==> src/rtl/afe_config_pkg.sv <==
// rtl/afe_config_pkg.sv - shared state enum and command encodings for the AFE config sequencer
package afe_config_pkg;

  typedef enum logic [2:0] {
    IDLE, FETCH, LATCH, SHIFT, GAP, DELAY, NEXT, DONE
  } seq_state_t;

  localparam logic [23:0] CMD_END      = 24'hFFFFFF;
  localparam logic [7:0]  CMD_DELAY_OP = 8'hFE;
  localparam int          FRAME_BITS   = 24;

endpackage

==> src/rtl/afe_spi_shifter.sv <==
// rtl/afe_spi_shifter.sv - 3-wire SPI frame serialiser, MSB first, sclk idles low
// AFE_READBACK_EN adds sdout capture on sclk rising edges into readback_data/readback_valid.
module afe_spi_shifter
  import afe_config_pkg::*;
#(
  parameter int CLK_DIV = 4
) (
  input  logic                  clk,
  input  logic                  reset,
  input  logic                  load,
  input  logic [FRAME_BITS-1:0] data_in,
`ifdef AFE_READBACK_EN
  input  logic                  sdout,
  output logic [15:0]           readback_data,
  output logic                  readback_valid,
`endif
  output logic                  busy,
  output logic                  frame_done,
  output logic                  sclk,
  output logic                  sdata,
  output logic                  sen_n
);

  localparam int DIV_W = $clog2(CLK_DIV);

  logic [DIV_W-1:0]      div_cnt;
  logic [FRAME_BITS-1:0] shreg;
  logic [4:0]            fall_cnt;
  logic                  tick;

  assign tick       = busy && (div_cnt == DIV_W'(CLK_DIV - 1));
  assign frame_done = tick && sclk && (fall_cnt == 5'(FRAME_BITS - 1));
  assign sdata      = shreg[FRAME_BITS-1];

  // The 24th falling edge toggles sclk back to 0 and releases sen_n in the same cycle.
  always_ff @(posedge clk or posedge reset) begin
    if (reset) begin
      busy     <= 1'b0;
      sclk     <= 1'b0;
      sen_n    <= 1'b1;
      shreg    <= '0;
      div_cnt  <= '0;
      fall_cnt <= '0;
    end else if (load && !busy) begin
      busy     <= 1'b1;
      sclk     <= 1'b0;
      sen_n    <= 1'b0;
      shreg    <= data_in;
      div_cnt  <= '0;
      fall_cnt <= '0;
    end else if (busy) begin
      div_cnt <= tick ? '0 : div_cnt + 1'b1;
      if (tick) begin
        sclk <= ~sclk;
        if (sclk) begin
          shreg    <= {shreg[FRAME_BITS-2:0], 1'b0};
          fall_cnt <= fall_cnt + 1'b1;
        end
        if (frame_done) begin
          busy  <= 1'b0;
          sen_n <= 1'b1;
        end
      end
    end
  end

`ifdef AFE_READBACK_EN
  logic [15:0] rb_shift;

  always_ff @(posedge clk or posedge reset) begin
    if (reset) begin
      rb_shift       <= '0;
      readback_data  <= '0;
      readback_valid <= 1'b0;
    end else begin
      readback_valid <= 1'b0;
      if (tick && !sclk) rb_shift <= {rb_shift[14:0], sdout};
      if (frame_done) begin
        readback_data  <= rb_shift;
        readback_valid <= 1'b1;
      end
    end
  end
`endif

endmodule

==> src/rtl/afe_config_sequencer.sv <==
// rtl/afe_config_sequencer.sv - walks the AFE command ROM and issues SPI writes/delays
// AFE_READBACK_EN adds afe_sdout input and readback_data/readback_valid outputs.
module afe_config_sequencer
  import afe_config_pkg::*;
#(
  parameter int CLK_DIV     = 4,
  parameter int GAP_CYCLES  = 8,
  parameter int DELAY_SHIFT = 4
) (
  input  logic        clk,
  input  logic        reset,
  input  logic        start,
  output logic [7:0]  rom_address,
  input  logic [23:0] rom_command,
  output logic        afe_sclk,
  output logic        afe_sdata,
  output logic        afe_sen_n,
`ifdef AFE_READBACK_EN
  input  logic        afe_sdout,
  output logic [15:0] readback_data,
  output logic        readback_valid,
`endif
  output logic        busy,
  output logic        done,
  output logic        overrun
);

  localparam int CNT_W = 16 + DELAY_SHIFT;

  seq_state_t       state, state_nx;
  logic [7:0]       addr_nx;
  logic [CNT_W-1:0] cnt, cnt_nx;
  logic             overrun_nx;
  logic             load;
  logic             spi_busy;
  logic             frame_done;

  afe_spi_shifter #(.CLK_DIV(CLK_DIV)) u_shifter (
    .clk            (clk),
    .reset          (reset),
    .load           (load),
    .data_in        (rom_command),
`ifdef AFE_READBACK_EN
    .sdout          (afe_sdout),
    .readback_data  (readback_data),
    .readback_valid (readback_valid),
`endif
    .busy           (spi_busy),
    .frame_done     (frame_done),
    .sclk           (afe_sclk),
    .sdata          (afe_sdata),
    .sen_n          (afe_sen_n)
  );

  always_comb begin
    state_nx   = state;
    addr_nx    = rom_address;
    cnt_nx     = cnt;
    overrun_nx = overrun;
    load       = 1'b0;
    case (state)
      IDLE: if (start) begin
        addr_nx    = '0;
        overrun_nx = 1'b0;
        state_nx   = FETCH;
      end
      FETCH: state_nx = LATCH;
      LATCH: begin
        if (rom_command == CMD_END) begin
          state_nx = DONE;
        end else if (rom_command[23:16] == CMD_DELAY_OP) begin
          cnt_nx   = CNT_W'(rom_command[15:0]) << DELAY_SHIFT;
          state_nx = (rom_command[15:0] == 16'd0) ? NEXT : DELAY;
        end else begin
          load     = 1'b1;
          state_nx = SHIFT;
        end
      end
      // An idle shifter also releases SHIFT so the walk can never stall here.
      SHIFT: if (frame_done || !spi_busy) begin
        cnt_nx   = CNT_W'(GAP_CYCLES);
        state_nx = GAP;
      end
      GAP, DELAY: begin
        cnt_nx = cnt - 1'b1;
        if (cnt <= CNT_W'(1)) state_nx = NEXT;
      end
      NEXT: begin
        if (rom_address == 8'hFF) begin
          overrun_nx = 1'b1;
          state_nx   = DONE;
        end else begin
          addr_nx  = rom_address + 8'd1;
          state_nx = FETCH;
        end
      end
      DONE:    state_nx = IDLE;
      default: state_nx = IDLE;
    endcase
  end

  always_ff @(posedge clk or posedge reset) begin
    if (reset) begin
      state       <= IDLE;
      rom_address <= '0;
      cnt         <= '0;
      overrun     <= 1'b0;
    end else begin
      state       <= state_nx;
      rom_address <= addr_nx;
      cnt         <= cnt_nx;
      overrun     <= overrun_nx;
    end
  end

  assign busy = (state != IDLE) && (state != DONE);
  assign done = (state == DONE);

endmodule
==> config.mk <==
export PLATFORM = sky130hd
export DESIGN_NAME = afe_config_sequencer
export DESIGN_NICKNAME = d
export VERILOG_FILES = /design/src/rtl/afe_config_pkg.sv /design/src/rtl/afe_spi_shifter.sv /design/src/rtl/afe_config_sequencer.sv
export SDC_FILE = /design/constraint.sdc
export NUM_CORES = 1
export LEC_CHECK = 0
export CORE_UTILIZATION = 45
export DETAILED_ROUTE_END_ITERATION = 10
export HOLD_SLACK_MARGIN = 0.08
export PLACE_DENSITY = 0.63
export REMOVE_ABC_BUFFERS = 1
export SLEW_MARGIN = 5
export SYNTH_ARGS = -nofsm -noshare
export SYNTH_HDL_FRONTEND = slang
export SYNTH_SLANG_ARGS = --single-unit
export TNS_END_PERCENT = 30
==> constraint.sdc <==
create_clock -name clk -period 2.6 [get_ports clk]
set_input_delay 0.39 -clock clk [delete_from_list [all_inputs] [get_ports clk]]
set_output_delay 0.39 -clock clk [all_outputs]
set_load 0.05 [all_outputs]
== Yosys cells after proc, flatten, opt, wreduce, memory -nomap -nowiden ==
Cells that the tools add are included.
Storage, ports and cells
  register bits: 66
  output and inout port bits: 14
Operators by class
  add/sub/neg operators: 4
  $lt $le $gt $ge: 1
  equal/unequal tests: 20
  muxes and demuxes: 43
  bitwise operators: 1
  reduce and logical (&&, ||, !) cells: 24
Operators by type and width (number)
  2-to-1 mux 24 bit: 4
  2-to-1 mux 20 bit: 3
  one-hot mux 20 bit (3 select lines): 1
  equality test 24 bit, second input constant: 1
  one-hot mux 3 bit (7 select lines): 1
  less-or-equal comparator 20 x 1 -> 1 bit, second input constant: 1
  2-to-1 mux 5 bit: 4
  subtractor 20 x 1 -> 20 bit, second input constant: 1
  2-to-1 mux 3 bit: 6
  equality test 8 bit, second input constant: 2
  logical NOT 16 bit: 1
  2-to-1 mux 1 bit: 16
  2-to-1 mux 8 bit: 2
  one-hot mux 8 bit (2 select lines): 1
  AND reduction 3 bit: 5
  != test 2 bit, second input constant: 7
  equality test 3 bit, second input constant: 4
  nonzero test 2 bit: 5
  adder 8 x 1 -> 8 bit, second input constant: 1
  2-to-1 mux 2 bit: 4
  equality test 3 x 2 -> 1 bit, second input constant: 2
  nonzero test 3 bit: 2
  adder 5 x 1 -> 5 bit, second input constant: 1
  equality test 5 bit, second input constant: 1
  13 further kinds: 17

== Depth between registers and ports, before layout ==
Gate-level depths: netlist of the first run.
  word-level depth: 8
  gate-level depth with buffers: 8
  gate-level depth less buffers: 7

== Hierarchy ==
From an unflattened synthesis of the first run, not the netlist that was laid out.
Unflattened totals
  cells, all modules: 434
  area, all modules: 3777.4 µm²
Modules (own cells, without submodules)
  afe_config_sequencer: times used 1, cells each 260, area an instance 2107.0 µm², sequential area each 800.8 µm²
  afe_spi_shifter: times used 1, cells each 174, area an instance 1670.4 µm², sequential area each 852.1 µm²

== Worst setup path after synthesis of the first run ==
Ideal clock, no wire load.
  path type: register to register
  start: register rom_address[0]
  end: register rom_address[7]
  library setup time: 0.077 ns
  arrival: 2.001 ns
  required time: 2.523 ns
  setup slack: 0.522 ns
  cell stages (with the launch flop): 7
  period minus slack after synthesis: 2.078 ns
  path through: dfrtp_1 > ha_1 > nand3_1 > nor3_1 > or4_4 > or3_1 > a21oi_1
Between the ends
  longest elaborated chain between the ends: 3
Ends and longest elaborated chain
  start: declaration: line afe_config_sequencer.sv:13  | output logic [7:0] rom_address,
  start signal: assignment: line afe_config_sequencer.sv:110  | rom_address <= addr_nx;
  adder 8 x 1 -> 8 bit or equality test 8 bit (tied branches): line afe_config_sequencer.sv:93, afe_config_sequencer.sv:89
  2-to-1 mux 8 bit or != test 2 bit (tied branches)
  one-hot mux 8 bit (2 select lines) or AND reduction 3 bit (tied branches)
Several ways; a longest one is shown, not always the timed one. The select of a mux whose other input is x is not followed.
A chain may end at the register's enable or synchronous reset.

== Worst setup path after layout of the first run ==
  start: register state[0]
  end: output port busy
Between the ends
  longest elaborated chain between the ends: 2
Ends and longest elaborated chain
  start: declaration: line afe_config_sequencer.sv:30  | seq_state_t state, state_nx;
  start signal: assignment: line afe_config_sequencer.sv:109  | state <= state_nx;
  != test 3 bit or nonzero test 3 bit (tied branches): line afe_config_sequencer.sv:116  | assign busy = (state != IDLE) && (state != DONE);
  logical AND 1 bit *: line afe_config_sequencer.sv:116
  end: declaration: line afe_config_sequencer.sv:23  | output logic busy,
Every way passes the cells marked *; elsewhere a longest branch is shown, timed or not.

==> run_results.csv, run 1 <==
group,metric,value,unit
flow_run,drv_cap,0,
clocking,cts_tree,"built",
critical_path,regToRegStartpoint,"cnt[0]",
status,status,"finished, final reports clean",
clocking,htree_levels,3,
sta,fin_crit_sh,95.89,%
sta,clock_skew,9.416,ps
yosys,netlist_instances,385,
drt,wl_per_cell,16.69,um
sta,holdWs,441.6,ps
cells_and_area,antennaDiodeCount,0,
place,io_buffers,40,
drt,drt-pass1-iter-count,4,
drt,viasPerCell,5.745,
grt,grt_pass1_vias,3226,
clocking,ctsLongestPathBuffers,2,
grt,grt_use_total,23.38,%
critical_path,cp-start-kind,"register",
grt,grt_max_degree,67,
clocking,cts.repair.resized,0,
sta,hold_viol_final,0,
sta,setup_viol,0,
yosys,ys_ff_latch,66,
drt,drtIter0Drc,160,
yosys,synth-edff-count,0,
sta,fin_tns_setup,0,ps
critical_path,crit_type,"register to output port",
power,peakVddDrop,367.9,uV
die,core_area,7848,um^2
clocking,cts_sinks,66,
die,boundaryPins,41,
critical_path,reg2reg_to,"cnt[18]",
hold_path,hold_class,"input pin to async pin",
grt,grt_overflow_total,0,
place,post-dp-hpwl,6.545,mm
sta,tightest_slew,748.0,ps
power,p_per_area,950.8,nW/um^2
yosys,ys_seq_area_share,44.54,%
clocking,hold_buffers,0,
yosys,avgSynthCellArea,9.639,um^2
clocking,root_buffer,"clkbuf_8",
yosys,synth_area,3711,um^2
sta,relSlewSlack,49.75,%
drt,routed_wl,9.048,mm
clocking,cts_buffers,9,
clocking,cts_setup_buffers,0,
cells_and_area,area_growth,20.30,%
die,die_y,92.81,um
cells_and_area,most-common-layout-cells,"dfrtp_1, clkdlybuf4s50_1, o21ai_0",
cells_and_area,drive_gt1_share,13.41,%
die,die_area,8614,um^2
clocking,clk_pin_slew_worst_paths,80,ps
clocking,clock_latency,350,ps
grt,grt_pass1_wl,15.64,mm
drt,vias,3114,
critical_path,cp-end-kind,"output port",
die,placementRows,32,
yosys,yosys_warnings,0,
sta,drv_slew,0,
critical_path,r2r_cells,7,
critical_path,cp_cell_sequence,"or3_1, o21a_1, clkdlybuf4s50_1",
die,start_util,47.29,%
drt,route.detailed.drc,0,
sta,period_minus_slack,2493,ps
sta,rsz0062_at_grt,"false",
critical_path,critPathArrivalTime,2100,ps
sta,fmax,401.1,MHz
yosys,synth_ff_type,"dfrtp_1",
critical_path,r2r_slack,490,ps
drt,route.antenna.remaining_nets,0,
critical_path,cp.required,2210,ps
die,die_x,92.81,um
critical_path,crit_fanout,11,
cells_and_area,final_common_cell,"dfrtp_1",
cells_and_area,layout.nets,467,
yosys,synth_cell_types,64,
yosys,async_flop_share,100.0,%
critical_path,crit_slowest_cell,"clkdlybuf4s50_1",
power,leakagePower,1.808,nW
critical_path,critPathMaxStageDelay,700,ps
place,place_congestion,0.8683,
grt,antenna_found_initial,0,
==> synth_stat cells (2+ instances only) <==
cell type / number / area share (%)
nand4_1: 8 / 1.3
o31ai_1: 3 / 0.61
nor4b_1: 2 / 0.47
nand3_1: 35 / 4.7
o211ai_1: 3 / 0.61
inv_1: 12 / 1.2
buf_6: 3 / 0.91
nor3_1: 14 / 1.9
mux2i_1: 21 / 5.7
a21oi_1: 21 / 2.8
a22oi_1: 5 / 1.0
a221oi_1: 2 / 0.47
nand3_4: 2 / 0.94
buf_4: 3 / 0.61
o21ba_2: 2 / 0.54
clkbuf_8: 2 / 0.74
or4_1: 3 / 0.61
nor4_1: 4 / 0.67
a311o_1: 2 / 0.54
and2b_2: 2 / 0.47
ha_1: 5 / 1.7
a221o_1: 3 / 0.81
nor2_1: 22 / 2.2
and4_1: 3 / 0.71
nand2_1: 33 / 3.3
nor4_4: 2 / 1.1
o21ai_0: 38 / 5.1
dfrtp_1: 65 / 44
clkbuf_1: 5 / 0.51
xnor2_1: 3 / 0.71
and3_1: 2 / 0.34
buf_2: 7 / 0.94
or3_1: 3 / 0.51
o22ai_1: 3 / 0.51
and2_1: 6 / 1.0
a211oi_1: 4 / 0.81
xor2_1: 5 / 1.2
==> through the flow <==
stage               utilization, %  setup WS [ps]  std cells  total power, mW  cell area [um^2]
floorplan                        -          320.7        364            2.823              3568
finish                       56.89          107.0        542            4.245              4464
global placement             54.27          130.6        526            3.322              4259
global route                 56.89          48.51        542            4.547              4464
CTS                          56.84          16.44        542            4.270              4461
detailed placement           54.27          143.8        526            3.370              4259
==> power breakdown <==
group / internal [mW] / total, mW / switching, mW
clock network: 0.451 / 0.889 / 0.438
logic: 0.651 / 1.60 / 0.951
registers: 1.40 / 1.75 / 0.354
total: 2.50 / 4.24 / 1.74
==> cell type report <==
type / instances / area (um^2)
clock buffers: 9 / 123.9
clock inverters: 7 / 77.57
fillers: 742 / 3383
repair buffers: 60 / 565.5
multi-input cells: 286 / 1871
inverters: 12 / 45.04
well taps: 102 / 127.6
flip-flops and latches: 66 / 1654
==> sequential cells by signal, indices dropped and copies added (netlist names) <==
register,cells
cnt,20
u_shifter.fall_cnt,5
rom_address,8
u_shifter.shreg,24
u_shifter.busy,1
state,3
overrun,1
u_shifter.div_cnt,2
u_shifter.sclk,1
u_shifter.sen_n,1
==> cell families after synthesis <==
group                    Yosys count  synth area share (%)
AO/OA/AOI/OAI                     96                 16.35
XOR/XNOR                           8                 1.888
multiplexers                      22                 5.968
adder cells (fa/ha/maj)            5                 1.686
flip-flops                        66                 44.54
buffers and inverters             33                 5.057
AND/OR/NAND/NOR                  155                 24.51
==> routing by layer <==
layer | vias up | GRT usage [%] | share of wire [%]
met5 | - | 0 | 0
met4 | 0 | 9.615 | 1.8
met3 | 14 | 3.284 | 4.9
met2 | 83 | 37.32 | 46
met1 | 1489 | 31.88 | 47
li1 | 1528 | - | -
==> worst max path at each step <==
stage	start	endpoint	slack (ps)	cells after the start
CTS	state[1]	done	20	3
floorplan	state[2]	u_shifter.sclk	320	5
detailed placement	rom_command[16]	u_shifter.shreg[16]	140	7
global route	state[0]	busy	50	3
finish	state[0]	busy	110	3
global placement	rom_command[16]	u_shifter.shreg[16]	130	7
==> worst max-delay path, delay by kind of cell, from the launching register on <==
kind                   cells  cell delay [ps]
buffers and inverters      1              700
flip-flops                 1              490
AND/OR/NAND/NOR            1              430
AO/OA/AOI/OAI              1              130
Note: power is estimated with default switching activity, not from simulation.
==> run 2: changes to the inputs <==
--- a/config.mk
+++ b/config.mk
@@ -5,8 +5,10 @@
 export SDC_FILE = /design/constraint.sdc
 export NUM_CORES = 1
 export LEC_CHECK = 0
+export CORE_ASPECT_RATIO = 0.6
 export CORE_UTILIZATION = 45
 export DETAILED_ROUTE_END_ITERATION = 10
+export GPL_TIMING_DRIVEN = 0
 export HOLD_SLACK_MARGIN = 0.08
 export PLACE_DENSITY = 0.63
 export REMOVE_ABC_BUFFERS = 1
==> run 2 against run 1 <==
Effect of this change:
- die area increased by 0.14%
- first-iteration DRC count increased by 84%
- sequential power about the same
- setup slack improved by 100 ps
- clock-buffer cell count increased by 5
- wire length increased by 7.1%
- cell count decreased by 1.7%
- flip-flop and latch count unchanged
- worst hold slack got worse by 130 ps
==> run_results.csv, run 2 (same netlist as run 1, synthesis figures left out) <==
group,metric,value,unit
cells_and_area,area_growth,21.14,%
power,power,4.635,mW
power,p_switching,1.789,mW
critical_path,cp-start-kind,"input pin",
cells_and_area,layout.nets,452,
cells_and_area,largest_reg_flops,24,
drt,route.antenna.remaining_nets,0,
sta,holdWs,313.0,ps
clocking,clk_pin_slew_worst_paths,50,ps
die,boundaryPins,41,
power,leakagePower,1.791,nW
clocking,htree_levels,3,
cells_and_area,fin_util,56.58,%
drt,routed_wl,9.694,mm
sta,rsz0062_at_grt,"false",
critical_path,crit_type,"input pin to register",
power,power.share.clock,27.0,%
drt,vias,3142,
cells_and_area,top_regs,"u_shifter.shreg: 24 flops, cnt: 20 flops, rom_address: 8 flops",
grt,grt_pass1_vias,3029,
clocking,hold_buffers,0,
status,status,"finished, final reports clean",
clocking,root_buffer,"clkbuf_16",
die,die_area,8625,um^2
cells_and_area,top_register,"u_shifter.shreg",
cells_and_area,most-common-layout-cells,"dfrtp_1, o21ai_0, clkdlybuf4s50_1",
power,intPower,2.846,mW
grt,grt_pass1_wl,15.90,mm
place,place_congestion,0.8027,
sta,relSlewSlack,43.10,%
critical_path,critPathMaxStageDelay,530,ps
power,combPwrFrac,34.7,%
sta,fin_tns_setup,0,ps
clocking,clock_latency,340,ps
sta,fin_crit_sh,91.98,%
place,post-dp-hpwl,6.539,mm
drt,drtIter0Drc,295,
grt,grt_overflow_total,0,
sta,hold_viol_final,0,
sta,tightest_slew,848.8,ps
critical_path,cp_cell_sequence,"clkdlybuf4s50_1, nand4_1, nor3_4, o221a_2, nor2_4, a221o_1",
grt,antenna_found_initial,0,
critical_path,cp-end-kind,"register",
drt,viasPerCell,5.895,
cells_and_area,final_common_cell,"dfrtp_1",
die,start_util,46.71,%
power,pwr-share-seq,38.2,%
drt,wl_per_cell,18.19,um
die,die_y,72.34,um
hold_path,hold_class,"input pin to async pin",
cells_and_area,drive_gt1_share,10.35,%
die,placementRows,25,
sta,fmax,418.2,MHz
drt,drt-pass1-iter-count,4,
die,die_x,119.2,um
place,io_buffers,40,
cells_and_area,n_fill_cell,729,
sta,period_minus_slack,2391,ps
power,p_per_area,1031,nW/um^2
critical_path,cp.required,2820,ps
grt,grt_use_total,24.17,%
grt,grt_max_degree,57,
sta,drv_slew,0,
clocking,cts_sinks,66,
clocking,cts_tree,"built",
power,p_sw_share,38.59,%
power,peakVddDrop,648.1,uV
die,core_area,7945,um^2
clocking,ctsLongestPathBuffers,2,
flow_run,drv_cap,0,
drt,route.detailed.drc,0,
critical_path,critPathArrivalTime,2610,ps
cells_and_area,antennaDiodeCount,0,
clocking,cts_buffers,9,
sta,clock_skew,5.911,ps
critical_path,crit_fanout,10,
critical_path,crit_slowest_cell,"nor3_4",
sta,setup_viol,0,
run 2: cell count changes in the layout (fill, tap and decap cells not counted), moves of 2 or more:
| cell | change |
|---|---|
| buf_4 | -16 |
| inv_6 | -2 |
| clkinv_4 | -2 |
| clkbuf_8 | -6 |
| clkbuf_1 | +2 |
| clkbuf_16 | +9 |
run 2: worst paths after layout:
path,from,endpoint,slack [ps],cells after the start
min in group clk,u_shifter.sen_n,u_shifter.sen_n,510,2
setup reg to reg,state[2],u_shifter.shreg[3],360,5
setup / recovery,rom_command[19],cnt[4],210,6
hold reg to reg,u_shifter.sen_n,u_shifter.sen_n,510,2
hold / removal,reset,cnt[7],310,2
max in group asynchronous,reset,u_shifter.sen_n,1710,3
run 2: power by group through the flow:
stage / combinational (mW) / clock [mW] / sequential, mW
after floorplan: 0.847 / 0 / 1.98
after global placement: 1.54 / 0 / 1.76
after detailed placement: 1.58 / 0 / 1.78
after CTS: 1.59 / 1.28 / 1.76
after global routing: 1.77 / 1.32 / 1.83
final: 1.61 / 1.25 / 1.77
run 2: area by class of cell:
class,count,area [um^2],area share (%)
clock buffer,14,274.0,6.095
multi-input combinational,287,1894,42.14
timing repair buffer,44,455.4,10.13
sequential,66,1654,36.79
clock inverter,2,35.03,0.7793
tap,108,135.1,3.006
inverter,12,47.55,1.058
run 2: per-stage QoR:
| stage | std cells | setup slack, ps | cell area (um^2) |
|---|---|---|---|
| 2_1_floorplan | 364 | 320.7 | 3568 |
| 3_3_place_gp | 512 | -721.7 | 4104 |
| 3_5_place_dp | 513 | -237.6 | 4141 |
| 4_1_cts | 529 | 13.68 | 4451 |
| 5_1_grt | 533 | 100.3 | 4496 |
| 6_report | 533 | 208.5 | 4496 |
run 2: layer usage:
layer  GRT usage, %  wire length [um]  vias to the layer above
met5              0                 0                        -
met4          8.017               114                        0
met3          7.154               653                       10
met2          34.50              3873                       98
met1          34.92              5052                     1522
li1               -                 -                     1512
run 2: timing repair:
action                     in CTS  in global routing
gates resized for setup         0                  3
setup endpoints to repair       0                 34
setup buffers                   0                  3
run 2: worst max-delay path: cells and delay by family:
| kind | cells | cell delay (ps) |
|---|---|---|
| buf+inv | 1 | 480 |
| compound gates | 2 | 830 |
| simple gates | 3 | 910 |
